$ cat src/rtl/reg_intf_master.sv
`default_nettype none
// ============================================================================
// Module   : reg_intf_master
// Purpose  : Command-driven register-file master: write, read and masked poll.
// Revision : 1.0
// ============================================================================
module reg_intf_master #(
    parameter int POLL_GAP = 4,
    parameter int POLL_MAX = 256
) (
    input  logic        clk,
    input  logic        rst,
    input  logic        cmd_valid,
    output logic        cmd_ready,
    input  logic [1:0]  cmd_op,
    input  logic [13:0] cmd_addr,
    input  logic [15:0] cmd_wdata,
    output logic        wr_en,
    output logic        rd_en,
    output logic [13:0] addr,
    output logic [15:0] write_data,
    input  logic [15:0] read_data,
    output logic        rsp_valid,
    input  logic        rsp_ready,
    output logic [15:0] rsp_data,
    output logic        rsp_err
);

    localparam logic [1:0]  c_OP_WRITE = 2'b00;
    localparam logic [1:0]  c_OP_READ  = 2'b01;
    localparam logic [1:0]  c_OP_RSVD  = 2'b11;
    localparam logic [15:0] c_POLL_MAX = 16'(POLL_MAX);
    localparam logic [15:0] c_GAP_LAST = 16'(POLL_GAP - 1);

    typedef enum logic [1:0] {
        IDLE      = 2'd0,
        ISSUE     = 2'd1,
        POLL_WAIT = 2'd2,
        RESP      = 2'd3
    } state_t;

    state_t      r_state;
    state_t      w_state_next;
    logic [1:0]  r_op;
    logic [1:0]  w_op_next;
    logic [15:0] r_mask;
    logic [15:0] w_mask_next;
    logic [15:0] r_poll_cnt;
    logic [15:0] w_poll_cnt_next;
    logic [15:0] w_poll_cnt_inc;
    logic [15:0] r_gap_cnt;
    logic [15:0] w_gap_cnt_next;
    logic        w_wr_en_next;
    logic        w_rd_en_next;
    logic [13:0] w_addr_next;
    logic [15:0] w_wdata_next;
    logic [15:0] w_rsp_data_next;
    logic        w_rsp_err_next;

    assign cmd_ready      = (r_state == IDLE);
    assign rsp_valid      = (r_state == RESP);
    assign w_poll_cnt_inc = r_poll_cnt + 16'd1;

    always_ff @(posedge clk or negedge rst) begin
        if (!rst) begin
            r_state    <= IDLE;
            r_op       <= 2'b00;
            r_mask     <= '0;
            r_poll_cnt <= '0;
            r_gap_cnt  <= '0;
            wr_en      <= 1'b0;
            rd_en      <= 1'b0;
            addr       <= '0;
            write_data <= '0;
            rsp_data   <= '0;
            rsp_err    <= 1'b0;
        end else begin
            r_state    <= w_state_next;
            r_op       <= w_op_next;
            r_mask     <= w_mask_next;
            r_poll_cnt <= w_poll_cnt_next;
            r_gap_cnt  <= w_gap_cnt_next;
            wr_en      <= w_wr_en_next;
            rd_en      <= w_rd_en_next;
            addr       <= w_addr_next;
            write_data <= w_wdata_next;
            rsp_data   <= w_rsp_data_next;
            rsp_err    <= w_rsp_err_next;
        end
    end

    // Strobes are computed one state early so they appear registered in ISSUE.
    always_comb begin
        w_state_next    = r_state;
        w_op_next       = r_op;
        w_mask_next     = r_mask;
        w_poll_cnt_next = r_poll_cnt;
        w_gap_cnt_next  = r_gap_cnt;
        w_wr_en_next    = 1'b0;
        w_rd_en_next    = 1'b0;
        w_addr_next     = addr;
        w_wdata_next    = write_data;
        w_rsp_data_next = rsp_data;
        w_rsp_err_next  = rsp_err;

        case (r_state)
            IDLE: begin
                if (cmd_valid) begin
                    w_op_next       = cmd_op;
                    w_mask_next     = cmd_wdata;
                    w_poll_cnt_next = '0;
                    w_addr_next     = cmd_addr;
                    w_wdata_next    = (cmd_op == c_OP_WRITE) ? cmd_wdata : 16'h0000;
                    if (cmd_op == c_OP_RSVD) begin
                        w_state_next    = RESP;
                        w_rsp_data_next = '0;
                        w_rsp_err_next  = 1'b1;
                    end else begin
                        w_state_next = ISSUE;
                        w_wr_en_next = (cmd_op == c_OP_WRITE);
                        w_rd_en_next = (cmd_op != c_OP_WRITE);
                    end
                end
            end

            ISSUE: begin
                w_rsp_err_next = 1'b0;
                if (r_op == c_OP_WRITE) begin
                    w_state_next    = RESP;
                    w_rsp_data_next = '0;
                end else begin
                    w_poll_cnt_next = w_poll_cnt_inc;
                    w_rsp_data_next = read_data;
                    if ((r_op == c_OP_READ) || ((read_data & r_mask) != 16'h0000)) begin
                        w_state_next = RESP;
                    end else if (w_poll_cnt_inc == c_POLL_MAX) begin
                        w_state_next   = RESP;
                        w_rsp_err_next = 1'b1;
                    end else begin
                        w_state_next   = POLL_WAIT;
                        w_gap_cnt_next = '0;
                    end
                end
            end

            POLL_WAIT: begin
                if (r_gap_cnt == c_GAP_LAST) begin
                    w_state_next = ISSUE;
                    w_rd_en_next = 1'b1;
                end else begin
                    w_gap_cnt_next = r_gap_cnt + 16'd1;
                end
            end

            RESP: begin
                if (rsp_ready) begin
                    w_state_next = IDLE;
                end
            end

            default: begin
                w_state_next = IDLE;
            end
        endcase
    end

endmodule
`default_nettype wire

$ cat config.mk
export PLATFORM = sky130hd
export DESIGN_NAME = reg_intf_master
export DESIGN_NICKNAME = d
export VERILOG_FILES = /design/src/rtl/reg_intf_master.sv
export SDC_FILE = /design/constraint.sdc
export NUM_CORES = 1
export LEC_CHECK = 0
export ABC_AREA = 1
export CORE_ASPECT_RATIO = 0.5
export CORE_MARGIN = 3
export CORE_UTILIZATION = 46
export DETAILED_ROUTE_END_ITERATION = 12
export DONT_BUFFER_PORTS = 1
export SYNTH_ARGS = -nofsm -noshare
export SYNTH_HDL_FRONTEND = slang
export SYNTH_SLANG_ARGS = --single-unit
$ cat constraint.sdc
create_clock -name clk -period 4.2 [get_ports clk]
set_input_delay 0.42 -clock clk [delete_from_list [all_inputs] [get_ports clk]]
set_output_delay 0.42 -clock clk [all_outputs]
set_load 0.02 [all_outputs]
# ---- Yosys cells after proc, flatten, opt, wreduce, memory -nomap -nowiden
# Index checks and enable logic that the tools add are counted.
dict set report word_totals {
  inputBits 52
  latch_bits 0
  output_inout_bits 51
  reg_bits 101
  n_memories 0
  mem_bits_rw 0
  romBits 0
  elab_cells 76
}
dict set report op_classes {
  magnitude_cmp 0
  bitwise 1
  n_addsub 2
  mul 0
  reduce_logical 13
  n_shift 0
  n_eq_ne 15
  muxes 34
  div_mod_pow 0
}
# operator n
set op_table {}
lappend op_table {{two-way mux 16 bit} 10}
lappend op_table {{one-hot mux 16 bit (2 select lines)} 3}
lappend op_table {{adder 16 x 1 -> 16 bit (second input constant)} 2}
lappend op_table {{AND 16 bit} 1}
lappend op_table {{equality test 16 x 2 -> 1 bit (second input constant)} 1}
lappend op_table {{equality test 16 x 9 -> 1 bit (second input constant)} 1}
lappend op_table {{nonzero test 16 bit} 1}
lappend op_table {{two-way mux 1 bit} 14}
lappend op_table {{inequality test 2 bit (second input constant)} 6}
lappend op_table {{AND reduction 3 bit} 3}
lappend op_table {{two-way mux 2 bit} 4}
lappend op_table {{one-hot mux 2 bit (4 select lines)} 1}
lappend op_table {{equality test 2 bit (second input constant)} 3}
lappend op_table {{zero test 2 bit} 3}
lappend op_table {{nonzero test 2 bit} 3}
lappend op_table {{AND reduction 5 bit} 1}
lappend op_table {{equality test 2 x 1 -> 1 bit (second input constant)} 2}
lappend op_table {{inequality test 2 x 1 -> 1 bit (second input constant)} 2}
lappend op_table {{one-hot mux 1 bit (2 select lines)} 2}
lappend op_table {{AND reduction 2 bit} 1}
lappend op_table {{logical OR 1 bit} 1}

# ---- Logic depth before layout (Yosys ltp)
# Gate-level depths: netlist of the first run.
dict set report logic_depth {
  word_depth 6
  mapped_depth 14
  mapped_depth_nobuf 14
}

# ---- Least setup slack after synthesis of the first run
# Ideal clock, no wire load.
dict set report synth_timing {
  kind {reg2reg}
  start {register r_state[0]}
  end {register addr[0]}
  path_buffers 2
  path_stages_with_launch 9
  setup_time_ns 0.117
  slack_ns 2.347
  t_required_ns 4.083
  synth_period_minus_slack_ns 1.853
  t_arrival_ns 1.736
  cell_sequence {dfrtp_1 -> nor2_1 -> inv_1 -> nor2_1 -> inv_1 -> buf_2 -> buf_1 -> nand2_1 -> nand2_1}
}
dict set report synth_via {
  elab_chain_cells 2
}
# element line_no
set synth_lines {}
lappend synth_lines {{start, declared} 42} ;# state_t r_state;
lappend synth_lines {{start signal, assigned} 78} ;# r_state <= w_state_next;
lappend synth_lines {{zero test 2 bit} -}
lappend synth_lines {{net cmd_ready} 14} ;# output logic cmd_ready,
lappend synth_lines {{AND reduction 2 bit (no source line)} -}
lappend synth_lines {{end signal, assigned} 85} ;# addr <= w_addr_next;
lappend synth_lines {{end, declared} 20} ;# output logic [13:0] addr,
# The timed path passes the listed nets, and every way through them passes these cells.
# A chain may end at the register's enable or synchronous reset.

# ---- Final worst setup path of the first run
dict set report layout_timing {
  start {register r_state[0]}
  end {register r_poll_cnt[1]}
}
dict set report layout_via {
  elab_chain_cells 3
  word_cells_on_any_way 7
  classes_between {eq/ne (3); mux (1); reduce/logical (3)}
}
# element line_no
set layout_lines {}
lappend layout_lines {{equality test 2 x 1 -> 1 bit or zero test 2 bit (tied branches)} 106} ;# case (r_state)
lappend layout_lines {{inequality test 2 bit (no source line) or nonzero test 2 bit (tied branches)} -}
lappend layout_lines {{AND reduction 3 bit (no source line)} -}
lappend layout_lines {{end signal, assigned} 81} ;# r_poll_cnt <= w_poll_cnt_next;
lappend layout_lines {{end, declared} 48} ;# logic [15:0] r_poll_cnt;
# Parallel ways exist; a longest one is shown, timed or not.

==> results of run 1 <==
==> power by group through the flow <==
stage,Combinational [uW],Sequential (uW),Clock [uW]
global placement,876,1900,0
detailed placement,903,1890,0
global route,1090,1930,882
finish,916,1880,818
floorplan,742,1800,0
CTS,926,1880,841
==> cell usage after synthesis (6+ instances only) <==
| cell | count | area, um^2 |
|---|---|---|
| a21oi_1 | 9 | 45.0 |
| a22o_1 | 15 | 131 |
| clkbuf_1 | 11 | 41.3 |
| dfrtp_1 | 101 | 2530 |
| inv_1 | 77 | 289 |
| nand2_1 | 181 | 679 |
| nand3_1 | 35 | 175 |
| nand4_1 | 9 | 56.3 |
| nor2_1 | 42 | 158 |
| nor3_1 | 7 | 35.0 |
| o21ai_0 | 51 | 255 |
| o22ai_1 | 6 | 37.5 |
| xor2_1 | 6 | 52.6 |
==> cell usage in the layout, fill, tap and decap left out, drive strengths merged, types with 6 or more instances in the layout <==
master	instances
a21oi	9
a22o	15
clkbuf	10
dfrtp	101
inv	80
nand2	185
nand3	41
nand4	9
nor2	47
nor3	8
o21ai	51
o22ai	6
xor2	6
==> flip-flops by register name, indices dropped and copies added (netlist names), 2 cells and up <==
name	cells
r_gap_cnt	16
r_mask	16
r_poll_cnt	16
rsp_data	16
write_data	16
addr	14
r_op	2
r_state	2
==> per-layer routing <==
| layer | share of wire, % | global-route usage, % | vias up |
|---|---|---|---|
| li1 | - | - | 1840 |
| met1 | 50 | 29.1 | 1720 |
| met2 | 43 | 28.5 | 88 |
| met3 | 6.6 | 6.24 | 7 |
| met4 | 0.75 | 3.56 | 0 |
| met5 | 0 | 0 | - |
==> worst register-to-register path, cell delays in order, from the launching register on <==
cell     delay, ns
dfrtp_1       0.42
inv_1         0.10
nor2_1        0.40
nand2_1       0.36
inv_1         0.66
nor2_1        0.16
inv_1         0.41
nand3_1       0.11
o21ai_0       0.11
==> worst paths after layout <==
| kind | depth (start not counted) | start | slack [ns] | end |
|---|---|---|---|---|
| setup / recovery | 8 | r_state[0] | 1.39 | r_poll_cnt[1] |
| hold / removal | 1 | rst | 0.01 | r_gap_cnt[5] |
| setup reg to reg | 8 | r_state[0] | 1.39 | r_poll_cnt[1] |
| hold reg to reg | 2 | r_mask[6] | 0.50 | r_mask[6] |
| max in group asynchronous | 1 | rst | 3.81 | rsp_data[3] |
| min in group clk | 2 | cmd_addr[10] | 0.18 | addr[10] |
==> through the flow <==
stage	area (um^2)	power (uW)	setup slack, ns
floorplan	4760	2540	2.35
global placement	4870	2770	1.57
detailed placement	4870	2800	1.42
CTS	5190	3650	1.40
global route	5190	3900	1.03
finish	5190	3610	1.39
==> cell type report <==
type	instances	area, um^2
Fill cell	958	4570
Sequential cell	101	2530
Multi-Input combinational cell	385	1860
Inverter	78	293
Clock buffer	10	229
Tap cell	135	169
Clock inverter	6	65.1
Timing Repair Buffer	3	42.5
==> what timing repair did <==
action,4_1_cts,5_1_grt
hold endpoints to repair,101,0
buffers inserted,0,0
hold buffers,1,0
==> kinds of logic after synthesis <==
| group | Yosys count | share of synthesized area, % |
|---|---|---|
| DFF | 101 | 53.1 |
| buffers and inverters | 94 | 7.73 |
| adders and majority gates | 4 | 1.05 |
| xor gates and xnor gates | 6 | 1.10 |
| AOI/OAI and AO/OA | 82 | 10.0 |
| and+or+nand+nor | 293 | 27.0 |
==> results_dict.tcl, run 1 <==
set metrics [dict create \
    grt_use_total_pct 19.6 \
    grt_max_degree 102 \
    viasPerCell 5.09 \
    clk_pin_slew_ns 0.07 \
    peakVddDrop_uv 318 \
    core_area_um2 9760 \
    die_area_um2 11700 \
    crit_required_ns 4.46 \
    fin_nets 634 \
    synth.distinct_cells 29 \
    antenna_left 0 \
    ys_seq_area_share_pct 53.1 \
    antenna_found_initial 0 \
    cts_tree "yes" \
    path_delay_family "buffers and inverters" \
    period_minus_slack_ns 2.81 \
    synthFlopType "dfrtp_1" \
    drtPass1Iterations 4 \
    hold_slack_ns 0.0105 \
    arrival_ns 3.06 \
    worst_slew_pin_slew_ns 0.760 \
    drive_gt1_share_pct 6.17 \
    avgSynthCellArea_um2 8.21 \
    synth-edff-count 0 \
    finalCritPeriodShare_pct 66.8 \
    synth_warnings 0 \
    hpwl_um 7730 \
    p_leak_uw 0.00268 \
    synth-async-reset-ratio_pct 100 \
    p_clk_share_pct 22.6 \
    htree_levels 3 \
    timing.fmax_mhz 356 \
    pwr-share-comb_pct 25.4 \
    relSlewSlack_pct 49.3 \
    start_util_pct 48.8 \
    cts_inserted_buffers 9 \
    ios 103 \
    cts-root-buf "clkbuf_16" \
    p_sw_share_pct 42.6 \
    die_h_um 77.9 \
    power.switching_uw 1540 \
    max_stage_delay_ns 0.66 \
    grt_pass1_wl_um 18300 \
    crit_chain "inv_1 -> nor2_1 -> nand2_1 -> inv_1 -> nor2_1 -> inv_1 -> nand3_1 -> o21ai_0" \
    cp_common_cell "inv_1" \
    layout.cells.non_filler 718 \
    crit_slowest_cell "inv_1" \
    power_density_nw_per_um2 696 \
    min_path_type "primary input to asynchronous set/reset pin" \
    rsz0062_at_grt "no" \
    synth_cells 580 \
    clk_latency_ns 0.35 \
    drtIter0Drc 226 \
    fp.dieW_um 150 \
    internal_power_uw 2080 \
    skew_ns 0.00729 \
    portBuffers 0 \
    cp-end-kind "flop" \
    cts_max_path_buffers 2 \
    wire_per_inst_um 15.2 \
    hold_viol 0 \
    drc 0 \
    synth_area_um2 4760 \
    rows 25 \
    cts_sinks 101 \
    tns_ns 0 \
    seq_power_share_pct 52.0 \
    wl_um 10900 \
    path_class "flop to flop" \
    synth_nets 636 \
    grt_overflow 0 \
    fin_util_pct 53.2 \
    area_delta_synth_final_pct 9.04 \
    post_cts_resized 0 \
    cp_max_fo 21 \
    num_antenna_cells 0 \
    outcome "finished clean" \
    synth-seq-cells 101 \
    vias 3655 \
    start_kind "flop" \
    grt_pass1_vias 3582 \
    slew_viol_final 0 \
    placed_cells 701 \
    setup_viol 0 \
    drv_cap 0 \
    worst-path-buf-inv 3 \
    finalWeightedCongestion 0.819 \
]
Note: power is estimated with default switching activity, not from simulation.
==> inputs of run 2 (changes only) <==
clock period = 2.63 ns   (was 4.2 ns; I/O delays follow)
==> results_dict.tcl, run 2 (synthesized netlist as in run 1, its figures left out) <==
set metrics [dict create \
    hold_slack_ns 0.0196 \
    crit_slowest_cell "dfrtp_1" \
    path_delay_family "simple AND/OR/NAND/NOR gates" \
    grt_pass1_vias 3505 \
    finalWeightedCongestion 0.802 \
    fillers 950 \
    start_kind "flop" \
    path_class "flop to flop" \
    final_common_cell "nand2_1" \
    tns_ns 0 \
    drtIter0Drc 240 \
    die_area_um2 11700 \
    clk_latency_ns 0.35 \
    layout.cells.non_filler 725 \
    hpwl_um 7520 \
    arrival_ns 2.29 \
    antenna_left 0 \
    worst_slew_pin_slew_ns 0.545 \
    cts_inserted_buffers 9 \
    cp_max_fo 17 \
    num_antenna_cells 0 \
    drc 0 \
    drtPass1Iterations 4 \
    min_path_type "primary input to flop" \
    setup_viol 0 \
    cts_tree "yes" \
    grt_use_total_pct 19.2 \
    htree_levels 3 \
    cts-root-buf "clkbuf_16" \
    finalCritPeriodShare_pct 78.1 \
    skew_ns 0.0132 \
    core_area_um2 9760 \
    rsz0062_at_grt "no" \
    crit_required_ns 2.87 \
    peakVddDrop_uv 501 \
    timing.fmax_mhz 487 \
    fin_nets 641 \
    cts_sinks 101 \
    area_delta_synth_final_pct 10.2 \
    grt_overflow 0 \
    ios 103 \
    seq_area_um2 2530 \
    hold_viol 0 \
    cts_max_path_buffers 2 \
    viasPerCell 4.93 \
    die_h_um 77.9 \
    slew_viol_final 0 \
    max_stage_delay_ns 0.42 \
    power_density_nw_per_um2 1110 \
    grt_max_degree 102 \
    cp_common_cell "nand2_1" \
    wl_um 10500 \
    wire_per_inst_um 14.5 \
    fp.dieW_um 150 \
    clk_pin_slew_ns 0.08 \
    drv_cap 0 \
    p_leak_uw 0.00272 \
    worst-path-buf-inv 0 \
    multi_input_area_um2 1860 \
    portBuffers 0 \
    rrSetupSlack_ns 0.58 \
    power.total_uw 5840 \
    start_util_pct 48.8 \
    relSlewSlack_pct 63.4 \
    period_minus_slack_ns 2.05 \
    crit_chain "ha_1 -> nand2_2 -> nor2_4 -> nand2_1 -> nand2_1 -> nand3_1 -> nor2_1 -> nand2_1 -> nor2_1 -> nand2_2 -> nand3_4 -> nand2_1 -> nand2_1 -> nand2_1" \
    grt_pass1_wl_um 17700 \
    cp-end-kind "flop" \
    rows 25 \
    vias 3573 \
    placed_cells 707 \
    outcome "finished clean" \
    drive_gt1_share_pct 7.12 \
    final_cell_mix "nand2_1, dfrtp_1, inv_1, o21ai_0, nor2_1" \
    fin_util_pct 53.7 \
    antenna_found_initial 0 \
]
## run 2: through the flow
step           cell area (um^2)  setup slack [ns]
6_report                   5250             0.576
5_1_grt                    5250             0.293
4_1_cts                    5210             0.557
3_5_place_dp               4910             0.578
3_3_place_gp               4910             0.636
2_1_floorplan              4760             0.777
## run 2: layout make-up
cell class	count	share of cell area (%)
sequential	101	48.2
clock buffer	10	4.37
inverter	78	5.58
timing repair buffer	10	1.86
multi-input combinational	385	35.5
tap	135	3.22
clock inverter	6	1.24
## run 2: report_power, final
group          internal [uW]  switching [uW]
combinational            563             969
sequential              2140             860
clock                    673             641
## run 2: timing repair
action / CTS / global route
gates resized for setup: 0 / 0
endpoints found under the hold margin: 101 / 101
buffers inserted: 0 / 0
## run 2: routing by layer
metal,routed length [um],GRT usage [%],vias to the layer above
met1,5190,27.4,1623
met4,51,3.92,0
met3,757,7.70,6
met2,4540,27.7,85
li1,-,-,1859
met5,0,0,-
## run 2: worst paths after layout
check	cells after the start	end	start
setup / recovery	14	r_gap_cnt[2]	r_poll_cnt[0]
hold / removal	2	write_data[4]	cmd_wdata[4]
setup reg to reg	14	r_gap_cnt[2]	r_poll_cnt[0]
hold reg to reg	2	r_mask[6]	r_mask[6]
max in group asynchronous	2	rsp_data[2]	rst
min in group asynchronous	2	r_op[0]	rst
